$ cat src/rtl/prime_key_enc_pkg.sv
// prime_key_enc_pkg: shared game state encodings, buffer depth and entry FSM states
package prime_key_enc_pkg;
    localparam logic [3:0] ST_READY    = 4'b0010;
    localparam logic [3:0] ST_QUESTION = 4'b0011;
    localparam logic [3:0] ST_INPUT    = 4'b0100;
    localparam int MAX_FACT_DEF = 4;
    typedef enum logic [1:0] {FSM_IDLE, FSM_SELECT, FSM_FINISHED} fsm_e;
endpackage

$ cat src/rtl/prime_key_enc_key_debounce.sv
// key_debounce: 2-flop synchronizer, counter debouncer and press pulse for one active-low key
module key_debounce #(
    parameter int DEB_CYCLES = 50000
) (
    input  logic clk_i,
    input  logic rst_ni,
    input  logic key_ni,
    output logic press_o
);
    localparam int CW = $clog2(DEB_CYCLES + 1);
    logic [1:0]    sync_q;
    logic [CW-1:0] cnt_q, cnt_d;
    logic          lvl_q, lvl_d;
    logic          press_q;
    // Level flips only after DEB_CYCLES consecutive samples that disagree with it
    always_comb begin
        lvl_d = lvl_q;
        cnt_d = '0;
        if (sync_q[1] != lvl_q) begin
            if (cnt_q == CW'(DEB_CYCLES - 1)) lvl_d = ~lvl_q;
            else cnt_d = cnt_q + CW'(1);
        end
    end
    // Synchronizer, debounce state and registered falling-edge pulse
    always_ff @(posedge clk_i or negedge rst_ni) begin
        if (!rst_ni) begin
            sync_q  <= 2'b11;
            cnt_q   <= '0;
            lvl_q   <= 1'b1;
            press_q <= 1'b0;
        end else begin
            sync_q  <= {sync_q[0], key_ni};
            cnt_q   <= cnt_d;
            lvl_q   <= lvl_d;
            press_q <= lvl_q & ~lvl_d;
        end
    end
    assign press_o = press_q;
endmodule

$ cat src/rtl/prime_key_enc.sv
// prime_key_enc: key-driven selection and commit of factor indices during the INPUT game state
module prime_key_enc
    import prime_key_enc_pkg::*;
#(
    parameter int DEB_CYCLES = 50000,
    parameter int MAX_FACT   = MAX_FACT_DEF
) (
    input  logic                  CLK,
    input  logic                  nRST,
    input  logic [3:0]            STATE,
    input  logic                  nKEY_NEXT,
    input  logic                  nKEY_OK,
    output logic [3:0]            SEG_Q,
    output logic [4*MAX_FACT-1:0] FACTS,
    output logic [2:0]            FCNT,
    output logic                  FULL,
    output logic                  DONE
);
    fsm_e                  fsm_q, fsm_d;
    logic [3:0]            seg_q, seg_d;
    logic [4*MAX_FACT-1:0] facts_q, facts_d;
    logic [2:0]            fcnt_q, fcnt_d;
    logic                  done_q, done_d;
    logic                  next_ev, ok_ev, full;

    key_debounce #(.DEB_CYCLES(DEB_CYCLES)) u_next (
        .clk_i(CLK), .rst_ni(nRST), .key_ni(nKEY_NEXT), .press_o(next_ev)
    );
    key_debounce #(.DEB_CYCLES(DEB_CYCLES)) u_ok (
        .clk_i(CLK), .rst_ni(nRST), .key_ni(nKEY_OK), .press_o(ok_ev)
    );

    assign full = fcnt_q == 3'(MAX_FACT);

    // Entry FSM: OK beats NEXT; leaving INPUT drops the selection, READY wipes the buffer
    always_comb begin
        fsm_d   = fsm_q;
        seg_d   = seg_q;
        facts_d = facts_q;
        fcnt_d  = fcnt_q;
        done_d  = 1'b0;
        if (STATE != ST_INPUT) begin
            fsm_d = FSM_IDLE;
            seg_d = '0;
        end else begin
            case (fsm_q)
                FSM_IDLE: fsm_d = FSM_SELECT;
                FSM_SELECT: begin
                    if (ok_ev) begin
                        if (seg_q != 4'd0 && !full) begin
                            for (int k = 0; k < MAX_FACT; k++)
                                if (fcnt_q == 3'(k)) facts_d[4*k +: 4] = seg_q;
                            fcnt_d = fcnt_q + 3'd1;
                            seg_d  = '0;
                        end else begin
                            done_d = 1'b1;
                            fsm_d  = FSM_FINISHED;
                        end
                    end else if (next_ev) begin
                        seg_d = (seg_q == 4'd9) ? 4'd1 : seg_q + 4'd1;
                    end
                end
                default: ;
            endcase
        end
        if (STATE == ST_READY) begin
            facts_d = '0;
            fcnt_d  = '0;
        end
    end

    // State and output registers, cleared asynchronously by reset
    always_ff @(posedge CLK or negedge nRST) begin
        if (!nRST) begin
            fsm_q   <= FSM_IDLE;
            seg_q   <= '0;
            facts_q <= '0;
            fcnt_q  <= '0;
            done_q  <= 1'b0;
        end else begin
            fsm_q   <= fsm_d;
            seg_q   <= seg_d;
            facts_q <= facts_d;
            fcnt_q  <= fcnt_d;
            done_q  <= done_d;
        end
    end

    assign SEG_Q = seg_q;
    assign FACTS = facts_q;
    assign FCNT  = fcnt_q;
    assign FULL  = full;
    assign DONE  = done_q;
endmodule

$ cat config.mk
export PLATFORM = sky130hd
export DESIGN_NAME = prime_key_enc
export DESIGN_NICKNAME = d
export VERILOG_FILES = /design/src/rtl/prime_key_enc_pkg.sv /design/src/rtl/prime_key_enc_key_debounce.sv /design/src/rtl/prime_key_enc.sv
export SDC_FILE = /design/constraint.sdc
export NUM_CORES = 1
export LEC_CHECK = 0
export BUFFER_PORTS_ARGS = -buffer_cell sky130_fd_sc_hd__buf_2
export CAP_MARGIN = 20
export CELL_PAD_IN_SITES_DETAIL_PLACEMENT = 1
export CELL_PAD_IN_SITES_GLOBAL_PLACEMENT = 1
export CORE_ASPECT_RATIO = 0.75
export CORE_MARGIN = 2
export CORE_UTILIZATION = 35
export DETAILED_ROUTE_END_ITERATION = 8
export GPL_TIMING_DRIVEN = 0
export PLACE_DENSITY = 0.62
export REMOVE_ABC_BUFFERS = 1
export SKIP_CTS_REPAIR_TIMING = 1
export SLEW_MARGIN = 40
export SYNTH_ARGS = -nofsm -noshare
export SYNTH_HDL_FRONTEND = slang
export SYNTH_SLANG_ARGS = --single-unit
export TNS_END_PERCENT = 30
$ cat constraint.sdc
create_clock -name CLK -period 4.7 [get_ports CLK]
set_input_delay 0.94 -clock CLK [delete_from_list [all_inputs] [get_ports CLK]]
set_output_delay 0.94 -clock CLK [all_outputs]
set_load 0.02 [all_outputs]
Word level (Yosys, flattened, before mapping):

Index checks and enable logic that the tools add are counted.

* add/sub/neg operators: 4
* equal/unequal tests: 16
* mux-type cells: 36
* bitwise operators: 6
* reduce and logical (&&, ||, !) cells: 22

Operator list (number)
* 16-bit 2-to-1 mux: 9
* 4-bit 2-to-1 mux: 10
* 16-bit by 1-bit adder with 16-bit output (second input constant): 2
* 16-bit == test (second input constant): 2
* 5-bit AND reduction: 4
* 2-bit nonzero test: 8
* 3-bit 2-to-1 mux: 5
* 1-bit 2-to-1 mux: 8
* 3-bit by 2-bit == test with 1-bit output (second input constant): 2
* 2-bit 2-to-1 mux: 3
* 3-bit inequality test (second input constant): 2
* 3-bit AND reduction: 2
* 3-bit nonzero test: 2
* 4-bit by 1-bit adder with 4-bit output (second input constant): 1
* 4-bit by 2-bit == test with 1-bit output (second input constant): 1
* 4-bit == test (second input constant): 1
* 4-bit by 3-bit inequality test with 1-bit output (second input constant): 1
* 1-bit inverter: 4
* 2-bit one-hot mux with 2 select lines: 1
* 4-bit AND reduction: 1
* 4-bit nonzero test: 1
* 3-bit by 1-bit adder with 3-bit output (second input constant): 1
* 3-bit by 1-bit == test with 1-bit output (second input constant): 1
* 3-bit == test (second input constant): 1
* other kinds (9): 11

* register bits after elaboration: 66
* input bits: 8
* output and inout bits: 25
* logic and storage cells: 100

Logic depth before layout (Yosys ltp):

Gate-level depths: netlist of the first run.

* depth after elaboration: 8
* depth in mapped cells: 7
* gate-level depth less buffers: 6

Cells and area by module:

Synthesis of the first run repeated with hierarchy kept, for this count alone.

* cells, all modules: 299
* area total of the unflattened synthesis: 3490.8 sq um

By module, submodules not included
* key_debounce: instances 2, cells an instance 85, area each 1012.2 sq um, sequential area each 504.2 sq um
* prime_key_enc: instances 1, cells an instance 129, area each 1466.4 sq um, sequential area each 650.6 sq um

Least setup slack after synthesis of the first run:

No wires, ideal clock.

* path type: input -> register
* start point: input STATE[1]
* end point: register facts_q[12] (netlist: FACTS[12])
* data arrival time: 2.322 ns
* data required time: 4.543 ns
* path slack: 2.221 ns
* cell stages on the path: 5
* path buffers: 1
* cell sequence: or4b_4 > buf_6 > or4_4 > o21ai_1 > a21oi_1

* word-level cells in the longest chain between the ends: 3
* elaborated cells on any way between the ends: 9

Ends and longest elaborated chain
* start: declaration: line prime_key_enc.sv:10 `input logic [3:0] STATE,`
* 4-bit by 3-bit inequality test with 1-bit output or 4-bit by 2-bit == test with 1-bit output (tied branches): line prime_key_enc.sv:42, prime_key_enc.sv:66
* 2-bit by 1-bit inequality test with 1-bit output (no line) or 2-bit nonzero test (tied branches)
* 5-bit AND reduction (no line)
* end signal: assignment: line prime_key_enc.sv:83 `facts_q <= facts_d;`
* end: declaration: line prime_key_enc.sv:21 `logic [4*MAX_FACT-1:0] facts_q, facts_d;`

Parallel ways exist; a longest one is shown, timed or not.
A chain may end at the register's enable or synchronous reset.

Worst setup path after layout of the first run:

* start point: register fcnt_q[0] (netlist: FCNT[0])
* end point: output FULL

* word-level cells in the longest chain between the ends: 1

Ends and longest elaborated chain
* start: declaration: line prime_key_enc.sv:22 `logic [2:0] fcnt_q, fcnt_d;`
* start signal: assignment: line prime_key_enc.sv:84 `fcnt_q <= fcnt_d;`
* 3-bit == test: line prime_key_enc.sv:33 `assign full = fcnt_q == 3'(MAX_FACT);`
* end: declaration: line prime_key_enc.sv:16 `output logic FULL,`

Every way passes these cells.

==> flow_summary_export.csv, run 1 <==
group,metric,value,unit
place,gp_congestion,0.773,
min_path,hp-class,"flip-flop to flip-flop",
synthesis,async_reset_ff_share,100,%
sta,fin_ws,2.22,ns
synthesis,netlist_instances,317,
detailed_routing,vias,2449,
global_route,antenna_found_initial,0,
synthesis,synth_xor_area_share,7.69,%
clock_network,clock_latency,0.33,ns
run_status,status,"finished, final reports clean",
floorplanning,ios,33,
sta,fin_worst_skew,0.00511,ns
place,portBuffers,32,
clock_network,cts-buffers-inserted,9,
clock_network,clk_path_buf_depth,2,
pwr,combPwrFrac,3.0,%
floorplanning,start_util,36.2,%
final_layout,nNetsFinal,370,
setup_path,r2r_slack,2.60,ns
sta,setup_viol,0,
global_route,grt_max_degree,52,
pwr,total_leakage_power,1.67,nW
synthesis,yosys.area_share.simple,25.2,%
detailed_routing,initialDrtViolationCount,115,
sta,tightestPinTransition,0.679,ns
sta,rsz0062_at_grt,"no",
min_path,min_to,"u_ok.sync_q[1]",
setup_path,worstSetupPathType,"flip-flop to output pin",
sta,hold_viol_final,0,
min_path,min_from,"u_ok.sync_q[0]",
sta,setup_tns,0,ns
setup_path,critPathArrivalTime,1.54,ns
synthesis,synth_compound_area_share,4.96,%
clock_network,clock_sinks,66,
detailed_routing,ant_nets,0,
clock_network,cts_tree,"done",
place,hpwlAfterDp,5200,um
sta,timing.final.crit_share,52.7,%
setup_path,worst_r2r_endpoint,"FACTS[14]",
sta,finalHoldWorstSlack,0.355,ns
setup_path,worstPathMaxFanout,5,
run,max-cap-violations,0,
final_layout,antenna_cells,0,
synthesis,synth.area.mux_share,4.32,%
global_route,grt_pass1_vias,2476,
synthesis,synth-seq-cells,66,
final_layout,mostFrequentLayoutCells,"dfrtp_1 (60), nor2_1 (55), buf_2 (31)",
sta,fmax,404,MHz
clock_network,clkTransAtPathRegs,0.05,ns
place,pre_cts_ws,2.00,ns
synthesis,seq_area_frac_synth,50.2,%
final_layout,drive_gt1_share,18.5,%
setup_path,critPathBufInv,2,
clock_network,htreeDepth,3,
synthesis,synth_top_family_by_area,"simple AND/OR/NAND/NOR gates",
detailed_routing,routed_wl,7400,um
pwr,powerDensity,330,mW/mm2
setup_path,critPathSlowestCell,"dfrtp_1",
global_route,grt_util_met3,5.19,%
pwr,switchingPower,0.275,mW
setup_path,critPathCaptureType,"output pin",
global_route,use_met2,23.8,%
synthesis,synth_cell_type_count,45,
global_route,grt_pass1_wl,12800,um
setup_path,startpoint_type,"flip-flop",
pwr,p_seq_share,45.3,%
detailed_routing,routedWlPerCell,15.3,um
synthesis,yosysWarningCount,0,
setup_path,crit_start,"FCNT[0]",
pwr,swShare,21.3,%
floorplanning,die_y,88.1,um
setup_path,critPathMaxStageDelay,0.43,ns
pwr,clkPwrFrac,51.7,%
pwr,internal-power,1.01,mW
setup_path,cp.required,3.76,ns
setup_path,crit_chain,"inv_1 > ha_1 > and2_1 > buf_2",
min_path,hold-path-cell-count,0,
synthesis,syn_area_per_cell,10.4,um2
synthesis,synth_area,0.00330,mm2
detailed_routing,drc,0,
setup_path,cpLargestDelayFamily,"flip-flops",
pwr,vdd_drop_max,0.161,mV
global_route,grt_overflow_total,0,
final_layout,final_common_cell,"dfrtp_1",
clock_network,root_buffer,"clkbuf_16",
synthesis,synth_adder_area_share,3.79,%
setup_path,crit-reg2reg-launch,"SEG_Q[0]",
sta,slew_headroom,54.7,%
sta,slew_violations,0,
final_layout,fillers,1022,
floorplanning,core,0.00912,mm2
final_layout,area.growth.synth_to_final,18.2,%
synthesis,synthFlopType,"dfrtp_1",
setup_path,r2r_cells,6,
global_route,grt-busiest-layer,"met1",
global_route,grt_use_met1,23.8,%
detailed_routing,drt-vias-per-instance,5.05,
global_route,grt_use_total,16.5,%
floorplanning,dieArea,0.0102,mm2
sta,fin_crit,2.48,ns
synthesis,synth-edff-count,0,
floorplanning,core.rowCount,30,
detailed_routing,drtPass1Iterations,6,
floorplanning,die_x,116,um
pwr,p_total,1.29,mW
==> cell type report <==
cell class | count | area, um2 | area share, %
timing repair buffer | 34 | 201 | 5.16
inverter | 15 | 56.3 | 1.44
clock inverter | 5 | 53.8 | 1.38
multi-input combinational | 226 | 1530 | 39.2
clock buffer | 11 | 243 | 6.22
sequential | 66 | 1660 | 42.5
tap | 128 | 160 | 4.10
==> state kept, by name, summed over array words and instances, names as in the netlist <==
signal,cells
fsm_q,2
u_next.cnt_q,16
u_ok.press_o,1
u_next.press_o,1
u_next.lvl_q,1
u_ok.cnt_q,16
FACTS,16
DONE,1
FCNT,3
u_ok.lvl_q,1
u_ok.sync_q,2
SEG_Q,4
u_next.sync_q,2
==> stage by stage <==
stage / instances / area [um2] / utilization, %
6_report: 485 / 3900 / 42.8
5_1_grt: 485 / 3900 / 42.8
4_1_cts: 485 / 3900 / 42.8
3_5_place_dp: 469 / 3610 / 39.5
3_3_place_gp: 467 / 3550 / 39.0
2_1_floorplan: 307 / 3230 / -
==> synth_stat cells (all sizes together), types with 4 or more instances <==
master  instances  share of area [%]
nor2           55                6.3
nand2          13                1.5
and3            4               0.76
nor4           13                4.3
xnor2          22                5.8
nand3          17                2.6
nor3            8                1.2
nand4          14                2.7
clkbuf          6               0.72
a21oi          10                1.5
ha             10                3.8
nand2b          4               0.76
dfstp           6                4.8
o21ai           9                1.4
mux2i          12                3.6
xor2            7                1.9
inv            15                1.7
nor4b           5                1.5
buf             4                1.4
dfrtp          60                 45
==> power by group through the flow <==
stage	registers [mW]	clock network (mW)	logic, mW
4_1_cts	0.583	0.693	0.0411
2_1_floorplan	0.592	0	0.0149
3_3_place_gp	0.592	0	0.0352
3_5_place_dp	0.593	0	0.0409
5_1_grt	0.584	0.717	0.0453
6_report	0.583	0.665	0.0390
==> kinds of logic after synthesis <==
group | after synthesis
and+or+nand+nor | 146
buffers and inverters | 25
AOI/OAI and AO/OA | 27
adders and majority gates | 10
xor gates and xnor gates | 29
muxes | 14
DFF | 66
==> how the worst max path moves through the flow <==
stage                     slack, ns         to  cells after the start
after global placement         1.89   FACTS[3]                      3
after floorplan                2.22  FACTS[12]                      4
after detailed placement       2.00  FACTS[14]                      5
after global routing           2.13       FULL                      4
after CTS                      2.20       FULL                      4
final                          2.22       FULL                      4
==> metal layers <==
layer	routed length, um	up-vias
li1	-	1184
met1	3920	1225
met2	3200	34
met3	222	6
met4	48	0
met5	0	-
Power figures use the tool's default switching activity.
==> inputs of run 2 (changes only) <==
--- a/config.mk
+++ b/config.mk
@@ -14,7 +14,7 @@
 export CORE_UTILIZATION = 35
 export DETAILED_ROUTE_END_ITERATION = 8
 export GPL_TIMING_DRIVEN = 0
-export PLACE_DENSITY = 0.62
+export PLACE_DENSITY = 0.64
 export REMOVE_ABC_BUFFERS = 1
 export SKIP_CTS_REPAIR_TIMING = 1
 export SLEW_MARGIN = 40
==> constraint.sdc (replaced) <==
create_clock -name CLK -period 2.2 [get_ports CLK]
set_input_delay 0.44 -clock CLK [delete_from_list [all_inputs] [get_ports CLK]]
set_output_delay 0.44 -clock CLK [all_outputs]
set_load 0.02 [all_outputs]
==> flow_summary_export.csv, run 2 (synthesis gave the netlist of run 1 again) <==
group,metric,value,unit
detailed_routing,routedWlPerCell,15.3,um
place,gp_congestion,0.804,
clock_network,cts-buffers-inserted,9,
setup_path,cp.required,2.38,ns
clock_network,clk_path_buf_depth,2,
sta,fin_ws,0.0967,ns
detailed_routing,routed_wl,7460,um
run,max-cap-violations,0,
setup_path,crit_chain,"inv_1 > ha_1 > nor3b_4 > or4_4 > o21ai_1 > a21oi_1",
floorplanning,dieArea,0.0102,mm2
final_layout,nNetsFinal,371,
sta,timing.final.crit_share,95.6,%
global_route,grt_max_degree,52,
sta,rsz0062_at_grt,"no",
place,portBuffers,32,
global_route,grt_use_total,16.3,%
sta,slew_headroom,54.3,%
setup_path,startpoint_type,"flip-flop",
sta,hold_viol_final,0,
pwr,total_leakage_power,1.68,nW
final_layout,final_common_cell,"dfrtp_1",
global_route,antenna_found_initial,0,
clock_network,root_buffer,"clkbuf_16",
final_layout,drive_gt1_share,18.7,%
place,hpwlAfterDp,5210,um
pwr,powerDensity,728,mW/mm2
clock_network,cts_tree,"done",
global_route,grt_use_met1,22.9,%
setup_path,critPathMaxStageDelay,0.61,ns
detailed_routing,drt-vias-per-instance,5.02,
global_route,grt_pass1_wl,12700,um
setup_path,worstSetupPathType,"flip-flop to flip-flop",
detailed_routing,ant_nets,0,
place,post_dp_cell_area,0.00361,mm2
global_route,use_met2,23.8,%
pwr,p_total,2.87,mW
global_route,grt_util_met3,6.44,%
min_path,min_from,"nKEY_OK",
detailed_routing,drtPass1Iterations,4,
pwr,vdd_drop_max,0.366,mV
setup_path,critPathArrivalTime,2.29,ns
sta,slew_violations,0,
detailed_routing,vias,2442,
global_route,grt-busiest-layer,"met2",
sta,fin_crit,2.10,ns
setup_path,critPathCaptureType,"flip-flop",
floorplanning,start_util,36.2,%
min_path,hold-path-cell-count,1,
detailed_routing,drc,0,
clock_network,clkTransAtPathRegs,0.06,ns
final_layout,fillers,1044,
detailed_routing,initialDrtViolationCount,108,
setup_path,crit-reg2reg-launch,"SEG_Q[1]",
sta,fmax,475,MHz
floorplanning,ios,33,
setup_path,crit_start,"SEG_Q[1]",
floorplanning,core.rowCount,30,
clock_network,htreeDepth,3,
final_layout,mostFrequentLayoutCells,"dfrtp_1 (60), nor2_1 (55), buf_2 (31)",
global_route,grt_overflow_total,0,
setup_path,worstPathMaxFanout,8,
setup_path,critPathSlowestCell,"or4_4",
floorplanning,die_y,88.1,um
final_layout,design_area,0.00394,mm2
sta,fin_worst_skew,0.00417,ns
floorplanning,core,0.00912,mm2
final_layout,area.growth.synth_to_final,19.3,%
final_layout,utilization,43.2,%
min_path,hp-class,"input pin to flip-flop",
setup_path,r2r_cells,6,
final_layout,antenna_cells,0,
sta,tightestPinTransition,0.685,ns
global_route,grt_pass1_vias,2454,
clock_network,clock_sinks,66,
place,pre_cts_ws,0.00433,ns
floorplanning,die_x,116,um
run_status,status,"finished, final reports clean",
clock_network,clock_latency,0.32,ns
sta,setup_viol,0,
[run 2: critical path, delay by kind of cell, from the launching register on]
family                     cells  cell delay [ns]
adders and majority gates      1             0.21
buffers and inverters          1             0.15
DFF                            1             0.56
and+or+nand+nor                2             0.81
AOI/OAI and AO/OA              2             0.24
[run 2: cell type report]
class / instances / area [um2] / share of cell area [%]
Clock inverter: 5 / 77.6 / 1.97
Timing Repair Buffer: 35 / 211 / 5.37
Inverter: 15 / 56.3 / 1.43
Sequential cell: 66 / 1660 / 42.1
Tap cell: 128 / 160 / 4.07
Multi-Input combinational cell: 226 / 1530 / 38.9
Clock buffer: 11 / 243 / 6.16
[run 2: final timing paths]
| path | endpoint | slack, ns |
|---|---|---|
| worst max register to register | FACTS[15] | 0.1 |
| worst min register to register | u_ok.sync_q[1] | 0.36 |
| worst min-delay path | u_ok.sync_q[0] | 0.21 |
| max in group asynchronous | u_next.sync_q[0] | 1.15 |
| min in group asynchronous | FACTS[9] | 0.51 |
| worst max-delay path | FACTS[15] | 0.1 |
[run 2: per-layer routing]
layer	vias to the layer above	wire, um	part of all wire, %
li1	1184	-	-
met1	1224	3920	53
met2	29	3250	44
met3	5	225	3.0
met4	0	52	0.70
met5	-	0	0
[run 2: power breakdown]
| group | total, mW | switching, mW | internal [mW] |
|---|---|---|---|
| registers | 1.25 | 0.0141 | 1.23 |
| clock network | 1.54 | 0.517 | 1.02 |
| logic | 0.0864 | 0.0578 | 0.0285 |
[run 2: stage by stage]
| stage | instances | TNS (ns) | hold slack (ns) |
|---|---|---|---|
| final | 486 | 0 | 0.211 |
| after global routing | 486 | 0 | 0.187 |
| after CTS | 485 | 0 | -0.0731 |
| after detailed placement | 469 | 0 | 0.278 |
| after global placement | 467 | -1.20 | 0.347 |
| after floorplan | 307 | 0 | 0.144 |
